`config.mk`:
```
export PLATFORM = sky130hd
export DESIGN_NAME = if_fetch_queue
export DESIGN_NICKNAME = d
export VERILOG_FILES = /design/src/rtl/if_fetch_queue.sv
export SDC_FILE = /design/constraint.sdc
export NUM_CORES = 1
export LEC_CHECK = 0
export ABC_AREA = 1
export BUFFER_PORTS_ARGS = -buffer_cell sky130_fd_sc_hd__clkbuf_2
export CAP_MARGIN = 20
export CORE_UTILIZATION = 53
export CTS_CLUSTER_DIAMETER = 60
export DETAILED_ROUTE_END_ITERATION = 8
export PLACE_DENSITY = 0.8
export SYNTH_ARGS = -nofsm -noshare
export SYNTH_HDL_FRONTEND = slang
export SYNTH_SLANG_ARGS = --single-unit
```
`constraint.sdc`:
```
create_clock -name clk -period 4.6 [get_ports clk]
set_clock_uncertainty 0.2 [all_clocks]
set_input_delay 0.46 -clock clk [delete_from_list [all_inputs] [get_ports clk]]
set_output_delay 0.46 -clock clk [all_outputs]
set_load 0.02 [all_outputs]
```
`src/rtl/if_fetch_queue.sv`:
```
// Instruction-fetch stage: owns the PC, fetches words over a req/ack handshake and queues them for IF/ID.
// Optional build macro FETCH_PERF_CNT_EN adds saturating fetch_cnt/flush_cnt performance counters.
module if_fetch_queue #(
    parameter int unsigned DEPTH    = 4,
    parameter logic [31:0] RESET_PC = 32'h0000_0000,
    parameter logic [31:0] NOP_INST = 32'h4421_0000
) (
    input  logic                     clk,
    input  logic                     Reset,
    output logic                     imem_req,
    output logic [31:0]              imem_addr,
    input  logic                     imem_ack,
    input  logic [31:0]              imem_rdata,
    input  logic                     redirect_valid,
    input  logic [31:0]              redirect_pc,
    input  logic                     stall,
    output logic                     inst_valid,
    output logic [31:0]              inst_out,
    output logic [31:0]              inst_pc,
    output logic [$clog2(DEPTH):0]   queue_count
`ifdef FETCH_PERF_CNT_EN
    ,
    output logic [15:0]              fetch_cnt,
    output logic [15:0]              flush_cnt
`endif
);

    localparam int unsigned AW = $clog2(DEPTH);
    localparam int unsigned CW = AW + 1;

    typedef enum logic [1:0] {
        S_IDLE  = 2'd0,
        S_WAIT  = 2'd1,
        S_DRAIN = 2'd2
    } state_t;

    state_t          r_state;
    state_t          w_next_state;
    logic            r_en;
    logic [31:0]     r_fetch_pc;
    logic [31:0]     r_req_addr;
    logic [31:0]     r_pc_q   [DEPTH];
    logic [31:0]     r_inst_q [DEPTH];
    logic [AW-1:0]   r_rd_ptr;
    logic [AW-1:0]   r_wr_ptr;
    logic [CW-1:0]   r_count;

    logic            w_req;
    logic [31:0]     w_addr;
    logic            w_push;
    logic            w_pop;
    logic            w_drop;
    logic            w_issue;
    logic            w_space;
    logic [31:0]     w_next_pc;
    logic            w_unused;

    assign w_space  = (r_count < CW'(DEPTH));
    assign w_unused = ^redirect_pc[1:0];

    // State register; r_en holds fetch off for the first cycle after reset release.
    always_ff @(posedge clk or negedge Reset) begin
        if (!Reset) begin
            r_state <= S_IDLE;
            r_en    <= 1'b0;
        end else begin
            r_state <= w_next_state;
            r_en    <= 1'b1;
        end
    end

    // Next-state and memory handshake decode.
    always_comb begin
        w_next_state = r_state;
        w_req        = 1'b0;
        w_addr       = r_fetch_pc;
        w_push       = 1'b0;
        w_drop       = 1'b0;
        w_issue      = 1'b0;
        case (r_state)
            S_IDLE: begin
                if (r_en && !redirect_valid && w_space) begin
                    w_req = 1'b1;
                    if (imem_ack) begin
                        w_push = 1'b1;
                    end else begin
                        w_issue      = 1'b1;
                        w_next_state = S_WAIT;
                    end
                end
            end
            S_WAIT: begin
                w_req  = 1'b1;
                w_addr = r_req_addr;
                if (redirect_valid) begin
                    w_next_state = imem_ack ? S_IDLE : S_DRAIN;
                end else if (imem_ack) begin
                    w_push       = 1'b1;
                    w_next_state = S_IDLE;
                end
            end
            S_DRAIN: begin
                w_req  = 1'b1;
                w_addr = r_req_addr;
                if (imem_ack) begin
                    w_drop       = 1'b1;
                    w_next_state = S_IDLE;
                end
            end
            default: w_next_state = S_IDLE;
        endcase
    end

    assign w_pop = inst_valid && !stall && !redirect_valid;

    always_comb begin
        w_next_pc = r_fetch_pc;
        if (redirect_valid) begin
            w_next_pc = {redirect_pc[31:2], 2'b00};
        end else if (w_push) begin
            w_next_pc = r_fetch_pc + 32'd4;
        end
    end

    // PC, outstanding-request address and queue pointers.
    always_ff @(posedge clk or negedge Reset) begin
        if (!Reset) begin
            r_fetch_pc <= RESET_PC;
            r_req_addr <= RESET_PC;
            r_rd_ptr   <= '0;
            r_wr_ptr   <= '0;
            r_count    <= '0;
        end else begin
            r_fetch_pc <= w_next_pc;
            if (w_issue) begin
                r_req_addr <= r_fetch_pc;
            end
            if (redirect_valid) begin
                r_rd_ptr <= '0;
                r_wr_ptr <= '0;
                r_count  <= '0;
            end else begin
                if (w_push) begin
                    r_wr_ptr <= r_wr_ptr + AW'(1);
                end
                if (w_pop) begin
                    r_rd_ptr <= r_rd_ptr + AW'(1);
                end
                case ({w_push, w_pop})
                    2'b10:   r_count <= r_count + CW'(1);
                    2'b01:   r_count <= r_count - CW'(1);
                    default: r_count <= r_count;
                endcase
            end
        end
    end

    // Queue storage needs no reset; entries are only read while counted valid.
    always_ff @(posedge clk) begin
        if (w_push && !redirect_valid) begin
            r_pc_q[r_wr_ptr]   <= r_fetch_pc;
            r_inst_q[r_wr_ptr] <= imem_rdata;
        end
    end

    assign imem_req    = w_req;
    assign imem_addr   = w_addr;
    assign inst_valid  = (r_count != '0);
    assign inst_out    = inst_valid ? r_inst_q[r_rd_ptr] : NOP_INST;
    assign inst_pc     = inst_valid ? r_pc_q[r_rd_ptr] : 32'h0;
    assign queue_count = r_count;

`ifdef FETCH_PERF_CNT_EN
    logic [15:0] r_fetch_cnt;
    logic [15:0] r_flush_cnt;
    logic [16:0] w_flush_sum;

    assign w_flush_sum = 17'(r_flush_cnt)
                       + (redirect_valid ? 17'(r_count) : 17'd0)
                       + 17'(w_drop);

    // Saturating performance counters.
    always_ff @(posedge clk or negedge Reset) begin
        if (!Reset) begin
            r_fetch_cnt <= '0;
            r_flush_cnt <= '0;
        end else begin
            if (w_push && !redirect_valid && (r_fetch_cnt != 16'hFFFF)) begin
                r_fetch_cnt <= r_fetch_cnt + 16'd1;
            end
            r_flush_cnt <= w_flush_sum[16] ? 16'hFFFF : w_flush_sum[15:0];
        end
    end

    assign fetch_cnt = r_fetch_cnt;
    assign flush_cnt = r_flush_cnt;
`endif

endmodule

```
* Word level (Yosys, flattened, before mapping)
Memories as Yosys holds them, arrays and structs flattened. Index checks and enable logic that the tools add are counted.
Storage, ports and cells: register bits 74, bits in writable memories 256, logic and storage cells 63, memories 2
Memories:
- r_inst_q | words 4, width 32, rd ports 1, clocked after memory_dff 0, wr ports 1, line 43 | logic [31:0] r_inst_q [DEPTH];
- r_pc_q | words 4, width 32, rd ports 1, clocked after memory_dff 0, wr ports 1, line 42 | logic [31:0] r_pc_q [DEPTH];
Operators by class: add/subtract/negate cells 5, order comparisons 1, equal/unequal tests 6, mux-type cells 28, reductions and logical operators 14
Operator list (count):
- 32-bit 2-to-1 mux | 5
- 32-bit by 3-bit adder with 32-bit output, second input constant | 1
- 2-bit 2-to-1 mux | 9
- 1-bit 2-to-1 mux | 9
- 2-bit one-hot mux with 3 select lines | 1
- 3-bit one-hot mux with 2 select lines | 1
- 3-bit nonzero test | 2
- 1-bit logical AND | 5
- 2-bit by 1-bit adder with 2-bit output, second input constant | 2
- 2-bit by 1-bit == test with 1-bit output, second input constant | 2
- 2-bit == test, second input constant | 2
- 2-bit != test, second input constant | 2
- 1-bit one-hot mux with 2 select lines | 2
- 2-bit nonzero test | 2
- 3-bit by 1-bit adder with 3-bit output, second input constant | 1
- 3-bit less-than comparator, second input constant | 1
- 3-bit 2-to-1 mux | 1
- 3-bit by 1-bit subtractor with 3-bit output, second input constant | 1
- 1-bit zero test | 2
- 2-bit zero test | 1
- 2-bit AND reduction | 1
- 2-bit OR reduction | 1

* Depth between registers and ports, before layout
Gate-level depths: netlist of the first run.
word-level depth 8, gate-level depth with buffers 14, mapped depth without buffers 14

* Least setup slack after synthesis of the first run
No wires, ideal clock.
path type reg2reg, start point register r_state[1], end point memory r_inst_q[0][0] (enable), setup time 0.483 ns, data arrival time 3.636 ns, data required time 3.917 ns, path slack 0.281 ns, cell stages (with the launch flop) 9, path buffers 0, period minus slack after synthesis 4.319 ns, cells stage by stage dfrtp_1 -> inv_1 -> ha_1 -> nand2_1 -> inv_1 -> nand3_2 -> nand2_4 -> inv_4 -> nor2_1
Between the ends: cells in the longest elaborated chain, start to end 5, elaborated cells on any way between the ends 6
Ends and longest elaborated chain:
- start: declaration | line 37 | state_t r_state;
- start signal: assignment | line 67 | r_state <= w_next_state;
- 2-bit by 1-bit == test with 1-bit output or 2-bit zero test (tied branches) | line 80 | case (r_state)
- 1-bit one-hot mux with 2 select lines * | line 80
- 1-bit logical AND * | line 160 | if (w_push && !redirect_valid) begin
- 1-bit 2-to-1 mux * | line 160
- 1-bit 2-to-1 mux (not written as such) * | line 162 | r_inst_q[r_wr_ptr] <= imem_rdata;
- end: declaration | line 43
Every way passes the cells marked *; elsewhere a longest branch is shown, timed or not.

* Worst setup path in the final report of the first run
start point register r_rd_ptr[0], end point output inst_out[16]
Between the ends: cells in the longest elaborated chain, start to end 2
Ends and longest elaborated chain:
- start: declaration | line 44 | logic [AW-1:0] r_rd_ptr;
- start signal: assignment | line 147 | r_rd_ptr <= r_rd_ptr + AW'(1);
- memory 4 x 32 bit
- 32-bit 2-to-1 mux | line 169 | assign inst_out = inst_valid ? r_inst_q[r_rd_ptr] : NOP_INST;
- end: declaration | line 18 | output logic [31:0] inst_out,
Every way passes these cells.

==> results.md, run 1 <==
- Hold depth: 3
- Final period utilization: 81.4%
- Int Power: ~5.8 mW
- Residual DRC count: 0
- Worst flop-to-flop path endpoint: queue_count[2]
- Seq/Total Area, Yosys: between 60% and 70%
- Hold Worst Slack: 0.00890 ns
- DR WL/cell: between 15 and 20 um
- TritonCTS Buffers: 34
- Max Buffers Root-to-Sink: 3
- Startpoint of the worst hold path: redirect_pc[5]
- Peak supply drop: between 600 and 700 uV
- H-tree Lvls: 2
- DP HPWL: 19500 um
- Clock share of power: a little under a third
- Synth Register Bits: around 320
- CTS tree: done
- Clock slew at reported path FFs: 0.06 ns
- Final Critical Period: 3.74 ns
- DRT iter0 DRCs: between 1000 and 1500
- WS Path Type: flop to output pin
- Placed cell count: about 1800
- NetSw: 2.96 mW
- Most frequent cells in the layout: 304 x nor2_1, 248 x edfxtp_1, 223 x nand2_1
- R2r setup slk: approximately 2 ns
- Worst min-delay path category: input pin to flop
- Mapped Avg Cell Area: 10.2 sq um
- First-pass GRT wire length: 50600 um
- Die width: between 150 and 200 um
- Worst R2R Path Depth: 14
- Drt total wl: about 33000 um
- Total core area: 26100 sq um
- Leakage: approximately 6.6 nW
- Worst slew margin: 29.6%
- Worst Tran Pin Value: around 1.1 ns
- Max FO, Critical Path: 61
- Max Slew Vio Count: 0
- First-pass iteration count of the detailed router: 5
- Sw Share: 34.0%
- Sink Count: approximately 320
- Final Hold Vio Count: 0
- Pwr dens: 525 nW/um^2
- Tot Pwr: around 8.7 mW
- Place WS: ~1.4 ns
- Worst-skew pair later-pin latency: just over 0.5 ns
- Vias after detailed routing: around 10000
- Die Span Y: 165 um
- Reg power frac: around 43%
- Peak Freq: around 270 MHz
- Slowest cell on crit path: inv_2
- Synth unique cells: 35
- Post-synthesis cell area: approximately 14000 sq um
- CP Launch Type: flop
- Final RePlAce weighted congestion: slightly below 0.9
- Routed Antenna Nets: 0
- Die area: 27300 sq um
- Max Cap Viol: 0
- CP Buf/Inv Count: 3
- Largest stage delay, worst path: ~0.75 ns
- Layout cells sized above 1: ~20%
- Row cnt: 59
- Combinational share of power: 26.1%
- Origin of the critical flop-to-flop path: r_state[1]
- Final setup margin: around 0.86 ns
- Layout area overhead: 18.0%
- Global route total overflow: 0
- Via-to-Cell Ratio: 5.43
- Largest net degree at the start of global routing: 97
- Crit-path cells: inv_2 -> buf_4 -> nor2_1 -> o311ai_0 -> clkbuf_2
- RSZ-0062 raised after global routing: false
- Initial antenna violation count: 0
- FILL cells: 1979
- Setup crit end kind: output pin
- Starting density of the core: about 54%
- Most common cell after layout, fill and taps aside: nor2_1
- Vias in the first global route: slightly above 10000
- Final non-filler cell total: between 1500 and 2000
- Post-Syn Instances: between 1000 and 1500
- Fin nets: ~1600
- Antenna diodes: 0
- Largest delay share family, worst path: buffers and inverters
- Worst path arrival time: 3.08 ns
- Crit path launch: r_rd_ptr[0]
- Tot GR Track Use: between 20% and 30%
- Status: complete, no violations
- PortBufs: around 160
- Num ports: 170
- Post-Route Setup TNS: 0 ns
- Worst Path Required: a little under 4 ns
- CTS Root Buffer Type: clkbuf_16
- Endpoint, Worst Hold: r_fetch_pc[5]
- Final setup fails: 0
- Yosys warning count: 0
- Post_cts resized: 0
-- area by class of cell --
type | instances | area (sq um) | area share, %
Sequential cell | 318 | 9200 | 55.3
Multi-Input combinational cell | 914 | 4260 | 25.6
Timing Repair Buffer | 216 | 1360 | 8.17
Clock buffer | 43 | 916 | 5.51
Tap cell | 335 | 419 | 2.52
Inverter | 74 | 283 | 1.70
Clock inverter | 19 | 190 | 1.14
-- cell usage after synthesis (all sizes together) --
cell	number	area share (%)
ha	9	0.80
xor2	5	0.31
nand4	1	0.044
nand2	258	7.6
dfrtp	70	12
o311ai	4	0.25
fa	1	0.14
edfxtp	248	53
xnor2	1	0.062
o211ai	6	0.32
clkbuf	37	1.0
nor2	313	8.5
nand3	32	1.2
conb	2	0.053
buf	36	1.8
a21oi	71	2.5
o21ai	206	8.1
or3	1	0.044
a31oi	1	0.044
inv	74	2.0
-- how the worst max path moves through the flow --
| stage | slack, ns | cells after the start | to |
|---|---|---|---|
| final | 0.86 | 5 | inst_out[16] |
| after global routing | 0.70 | 5 | inst_out[16] |
| after CTS | 0.89 | 5 | inst_out[16] |
| after detailed placement | 1.41 | 5 | inst_out[16] |
| after global placement | 1.54 | 12 | queue_count[2] |
| after floorplan | 0.28 | 8 | r_inst_q[0][0] |
-- through the flow --
step	area, sq um	utilization, %
floorplan	14100	-
global placement	15100	58.1
detailed placement	15100	58.1
CTS	16600	63.8
global route	16600	63.8
finish	16600	63.8
-- kinds of logic (layout without fill, tap and decap cells) --
logic type | after synthesis | in the layout | share of synthesized area, %
buffers and inverters | 147 | 352 | 4.83
XOR/XNOR | 6 | 6 | 0.373
other | 2 | 5 | 0.0533
flip-flops | 318 | 318 | 65.2
adder cells (fa/ha/maj) | 10 | 10 | 0.941
AO/OA/AOI/OAI | 288 | 288 | 11.2
AND/OR/NAND/NOR | 605 | 605 | 17.3
-- what timing repair did --
action	4_1_cts	5_1_grt
setup endpoints to repair	0	0
hold buffers	38	0
buffers inserted	0	0
hold endpoints to repair	167	0
-- registers in the layout, summed over array words and instances (netlist names) --
register / flops
r_state: 2
r_rd_ptr: 2
r_req_addr: 30
r_wr_ptr: 2
r_pc_q: 120
queue_count: 3
r_fetch_pc: 30
r_inst_q: 128
r_en: 1
-- metal layers --
metal  track usage, %  wire length, um
met1             31.9            13500
met2             40.9            15800
met3             3.92             2740
met4             8.22              777
met5                0                0
-- power by group through the flow --
| stage | Combinational, mW | Sequential (mW) | Clock (mW) |
|---|---|---|---|
| finish | 2.28 | 3.77 | 2.68 |
| global placement | 2.20 | 3.79 | 0 |
| floorplan | 1.60 | 3.73 | 0 |
| global route | 2.52 | 3.80 | 2.83 |
| detailed placement | 2.24 | 3.81 | 0 |
| CTS | 2.29 | 3.76 | 2.70 |
-- worst min-delay path, stage by stage --
cell,delay (ns)
clkbuf_2,0.09
nand2_1,0.05
o211ai_1,0.08
Note: power is estimated with default switching activity, not from simulation.
==> inputs of run 2 (changes only) <==
- clock period: 4.6 -> 3.3 ns (I/O delays scaled with it)
==> run 2 against run 1 <==
Core utilization increased by 1.1 points. Clock power increased by 37%. Final cell count increased by 1.3%. Count of clock-buffer cells in the layout increased by 1. First-iteration DRC count decreased by 3.2%. Sequential power increased by 39%. Die area unchanged. Non-clock buffer count increased by 27. Via count increased by 0.62%.
==> results.md, run 2 (synthesis gave the netlist of run 1 again) <==
- First-pass GRT wire length: roughly 51000 um
- Clock slew at reported path FFs: 0.05 ns
- CTS tree: done
- Place WS: 0.702 ns
- Crit-path cells: inv_2 -> buf_12 -> nor2_1 -> o311ai_0 -> clkbuf_2
- RSZ-0062 raised after global routing: false
- Worst Path Required: ~2.8 ns
- First-pass iteration count of the detailed router: 5
- Reg power frac: a little over two fifths
- Starting density of the core: approximately 54%
- Final setup fails: 0
- Slowest cell on crit path: dfrtp_4
- Max Cap Viol: 0
- Max FFs per register: ~130
- Peak supply drop: 743 uV
- Vias in the first global route: 10127
- Most frequent cells in the layout: 304 x nor2_1, 248 x edfxtp_1, 223 x nand2_1
- Int Power: just over 8 mW
- Worst flop-to-flop path endpoint: queue_count[2]
- Row cnt: slightly below 60
- Largest delay share family, worst path: buffers and inverters
- PortBufs: ~160
- Num ports: 170
- Worst slew margin: between 40% and 50%
- Worst path arrival time: approximately 2.4 ns
- Max FO, Critical Path: 78
- Most common cell after layout, fill and taps aside: nor2_1
- Status: complete, no violations
- Initial antenna violation count: 0
- R2r setup slk: roughly 0.69 ns
- Global route total overflow: 0
- Worst Tran Pin Value: between 0.8 and 0.9 ns
- CP Launch Type: flop
- Worst min-delay path category: input pin to flop
- Combinational share of power: 26.8%
- Final RePlAce weighted congestion: ~0.86
- Sink Count: 318
- Max Buffers Root-to-Sink: 3
- TritonCTS Buffers: 34
- Top flop regs: r_inst_q (128), r_pc_q (120)
- Max Slew Vio Count: 0
- Drt total wl: 32800 um
- Placed cell count: around 1800
- NetSw: between 4 and 5 mW
- Post-CTS Setup Inserts: 0
- CP Buf/Inv Count: 3
- Vias after detailed routing: ~10000
- Largest stage delay, worst path: between 0.4 and 0.5 ns
- Final Critical Period: about 2.9 ns
- Total core area: approximately 26000 sq um
- Final Hold Vio Count: 0
- Antenna diodes: 0
- H-tree Lvls: 2
- Tot Pwr: ~12 mW
- DRT iter0 DRCs: 1090
- Via-to-Cell Ratio: approximately 5.4
- Clock share of power: 30.2%
- Largest net degree at the start of global routing: between 100 and 150
- Fin nets: around 1700
- Biggest register: r_inst_q
- Die Span Y: 165 um
- Die area: between 20000 and 30000 sq um
- Layout area overhead: 20.1%
- Die width: roughly 170 um
- Leakage: around 6.7 nW
- CTS Root Buffer Type: clkbuf_16
- DP HPWL: between 15000 and 20000 um
- Residual DRC count: 0
- Sw Share: approximately 34%
- Pwr dens: 719 nW/um^2
- WP depth: 5
- Routed Antenna Nets: 0
- WS Path Type: flop to output pin
- Worst Setup EP: inst_out[16]
- Layout cells sized above 1: ~19%
- Peak Freq: 343 MHz
- Hold Worst Slack: about 0.016 ns
- Setup crit end kind: output pin
- DR WL/cell: ~17 um
- Worst-skew pair later-pin latency: 0.52 ns
- Origin of the critical flop-to-flop path: r_state[1]
- Final non-filler cell total: about 1900
- Crit path launch: r_rd_ptr[0]
- Final setup margin: 0.384 ns
- Final period utilization: about nine tenths
- Tot GR Track Use: 24.5%
- Worst R2R Path Depth: 14
run 2: repair_timing:
action,in CTS,in global routing
hold buffers,65,0
endpoints found under the setup margin,0,0
resized for setup,0,0
endpoints found under the hold margin,194,0
run 2: through the flow:
step           TNS, ns  area (sq um)  util [%]
2_1_floorplan  -252.70         14100         -
3_3_place_gp         0         15200      58.4
3_5_place_dp         0         15200      58.4
4_1_cts              0         16900      65.0
5_1_grt              0         16900      65.0
6_report             0         16900      65.0
run 2: metal layers:
layer  GRT usage (%)  vias to the layer above  share of wire, %
li1                -                     5041                 -
met1            33.0                     4975                43
met2            40.4                      398                48
met3            3.45                       65               7.0
met4            8.97                        0               2.8
met5               0                        -                 0
run 2: power by group through the flow:
stage / Clock (mW) / Sequential, mW / Combinational, mW
2_1_floorplan: 0 / 5.20 / 2.23
3_3_place_gp: 0 / 5.27 / 3.11
3_5_place_dp: 0 / 5.30 / 3.16
4_1_cts: 3.73 / 5.22 / 3.25
5_1_grt: 3.90 / 5.28 / 3.61
6_report: 3.68 / 5.23 / 3.26
run 2: cell type report:
class | count | area, sq um
repair buffers | 243 | 1690
well taps | 335 | 419
fillers | 1975 | 9130
clock buffers | 44 | 920
clock inverters | 15 | 153
multi-input cells | 914 | 4260
flip-flops and latches | 318 | 9200
inverters | 74 | 283
run 2: worst min path at each step:
stage                         from             end  slack [ns]  cells past startpoint
floorplan                    Reset  queue_count[0]       -0.17                      0
global placement    r_req_addr[13]  r_req_addr[13]        0.27                      2
detailed placement           Reset  r_req_addr[25]        0.27                      1
CTS                 redirect_valid  queue_count[2]       0.005                      4
global route        redirect_valid     r_rd_ptr[0]        0.03                      4
finish              redirect_valid  queue_count[0]        0.02                      4
run 2: worst register-to-register path, cell delays in order, from the launching register on:
cell,delay (ns)
dfrtp_1,0.42
inv_1,0.10
ha_1,0.21
nand2_1,0.07
inv_1,0.08
nand3_2,0.08
nand2_4,0.32
nor2_1,0.16
fa_1,0.40
xnor2_1,0.20
inv_1,0.06
nand2_1,0.06
nand2_1,0.04
nand2_1,0.06
nand2_1,0.04
==> inputs of run 3 (changes only) <==
--- a/config.mk
+++ b/config.mk
@@ -9,3 +9,4 @@
 export BUFFER_PORTS_ARGS = -buffer_cell sky130_fd_sc_hd__clkbuf_2
-export CAP_MARGIN = 20
+export CAP_MARGIN = 15
+export CORE_ASPECT_RATIO = 1.75
 export CORE_UTILIZATION = 53
==> constraint.sdc (replaced) <==
create_clock -name clk -period 3.3 [get_ports clk]
set_clock_uncertainty 0.2 [all_clocks]
set_input_delay 0 -clock clk [delete_from_list [all_inputs] [get_ports clk]]
set_output_delay 0 -clock clk [all_outputs]
set_load 0.02 [all_outputs]
==> run 3 against run 2 <==
Count of clock-buffer cells in the layout down 7. The flow now finishes with violations (DRC). Combinational power up 4%. Largest cell class unchanged. Hold slack better by 0.0025 ns. Final cell count up 2.0%.
==> results.md, run 3 (synthesis gave the netlist of run 1 again) <==
- Max Buffers Root-to-Sink: 3
- Global route total overflow: 0
- Starting density of the core: between 50% and 60%
- Die Span Y: between 200 and 250 um
- DRT iter0 DRCs: between 500 and 600
- Status: finished, violations left
- Final RePlAce weighted congestion: 0.869
- Antenna diodes: 0
- Initial antenna violation count: 0
- Most common cell after layout, fill and taps aside: nor2_1
- Worst Path Required: ~3.5 ns
- Final setup fails: 0
- Total core area: 26100 sq um
- Final period utilization: 89.5%
- Hold depth: 2
- WL met3: between 1500 and 2000 um
- DR WL/cell: approximately 17 um
- Setup crit end kind: flop
- Final Hold Vio Count: 0
- Post_cts resized: 0
- Worst path arrival time: approximately 3.2 ns
- Post-Route Setup TNS: 0 ns
- Top routing layer in use: met4
- CTS Hold Bufs: ~120
- Die width: around 130 um
- Vias after detailed routing: around 11000
- Met1 WL: 12300 um
- Reg area: ~9000 sq um
- Max FFs per register: around 130
- Drt total wl: about 34000 um
- Final Critical Period: between 2 and 3 ns
- Row cnt: between 70 and 80
- Peak Freq: roughly 340 MHz
- Via-to-Cell Ratio: between 5 and 6
- CTS Root Buffer Type: clkbuf_16
- Die area: 27300 sq um
- Final setup margin: ~0.35 ns
- Final non-filler cell total: between 1500 and 2000
- Residual DRC count: 12
- Most frequent cells in the layout: 304 x nor2_1, 248 x edfxtp_1, 223 x nand2_1
- Failing checks: DRC
- Peak supply drop: roughly 530 uV
- Largest net degree at the start of global routing: between 60 and 70
- TritonCTS Buffers: 27
- Worst R2R Path Depth: 12
- Worst min-delay path category: input pin to flop
- Worst Tran Pin Value: approximately 0.8 ns
- First-pass GRT wire length: around 53000 um
- Routed Antenna Nets: 0
- PortBufs: roughly 160
- Worst slew margin: approximately 46%
- Max Slew Vio Count: 0
- Met2 wire len: about 18000 um
- WS Path Type: flop to flop
- RSZ-0062 raised after global routing: false
- Clock slew at reported path FFs: about 0.07 ns
- First-pass iteration count of the detailed router: 8
- Worst-skew pair later-pin latency: 0.55 ns
- Sink Count: around 320
- Layout area overhead: 22.7%
- CP Launch Type: flop
- Leakage: 6.86 nW
- Max Cap Viol: 0
- Max FO, Critical Path: 35
- Place WS: 0.673 ns
- H-tree Lvls: 1
- Pwr dens: about 680 nW/um^2
- Num ports: 170
- Placed cell count: about 1800
- Biggest register: r_inst_q
- Post-CTS Setup Inserts: 0
- Tot GR Track Use: about a quarter
- CTS tree: done
- Layout cells sized above 1: a little under a fifth
- Fin nets: about 1700
- Vias in the first global route: between 10000 and 15000
- FILL cells: just under 2000
- DP HPWL: just over 20000 um
- Area of the multi-input gates: about 4300 sq um
- Top flop regs: r_inst_q (128), r_pc_q (120)
run 3: changes by cell type in the layout (fill, tap and decap cells not counted):
cell / previous run / this run
buf_12: 9 / 7
buf_4: 6 / 13
clkbuf_1: 8 / 9
clkbuf_16: 35 / 27
clkinv_1: 4 / 2
clkinv_4: 1 / 2
dlygate4sd3_1: 65 / 122
inv_2: 5 / 4
run 3: cell type report:
class                      count  share of cell area [%]
sequential                   318                    53.2
timing repair buffer         305                    13.2
inverter                      74                    1.64
multi-input combinational    914                    24.6
tap                          320                    2.31
clock inverter                13                   0.861
clock buffer                  37                    4.18
run 3: through the flow:
step | utilization, % | hold WS [ns] | area [sq um] | power [mW]
5_1_grt | 66.4 | 0.0184 | 17300 | 12.3
3_3_place_gp | 58.3 | -0.00789 | 15200 | 8.36
3_5_place_dp | 58.3 | -0.00830 | 15200 | 8.44
6_report | 66.4 | 0.0180 | 17300 | 11.7
2_1_floorplan | - | -0.496 | 14100 | 7.43
4_1_cts | 66.4 | 0.000167 | 17300 | 11.7
run 3: worst paths after layout:
path                                 from              to  slack [ns]
hold reg to reg            r_req_addr[21]  r_req_addr[21]        0.29
setup / recovery               r_state[1]  r_fetch_pc[11]        0.35
hold / removal              imem_rdata[1]  r_inst_q[1][1]        0.02
max in group asynchronous           Reset     r_rd_ptr[0]        2.19
setup reg to reg               r_state[1]  r_fetch_pc[11]        0.35
min in group asynchronous           Reset  r_req_addr[26]        0.46
run 3: power breakdown:
part	switching [mW]	internal, mW
combinational	2.29	1.10
sequential	0.368	4.85
clock	1.37	1.78
total	4.02	7.73
run 3: metal layers:
metal / global-route usage [%] / up-vias
li1: - / 5136
met1: 27.4 / 5132
met2: 46.9 / 361
met3: 2.89 / 92
met4: 15.4 / 0
met5: 0 / -
run 3: worst max-delay path, stage by stage (launching register included):
cell and delay, ns:
dfrtp_1 0.42, inv_1 0.09, ha_1 0.20, nand2_1 0.07, inv_1 0.08, nand3_2 0.08, nand2_4 0.34, inv_4 0.17
nand2_4 0.29, inv_2 0.16, nand2_1 0.09, nand3_1 0.07, dlygate4sd3_1 0.56
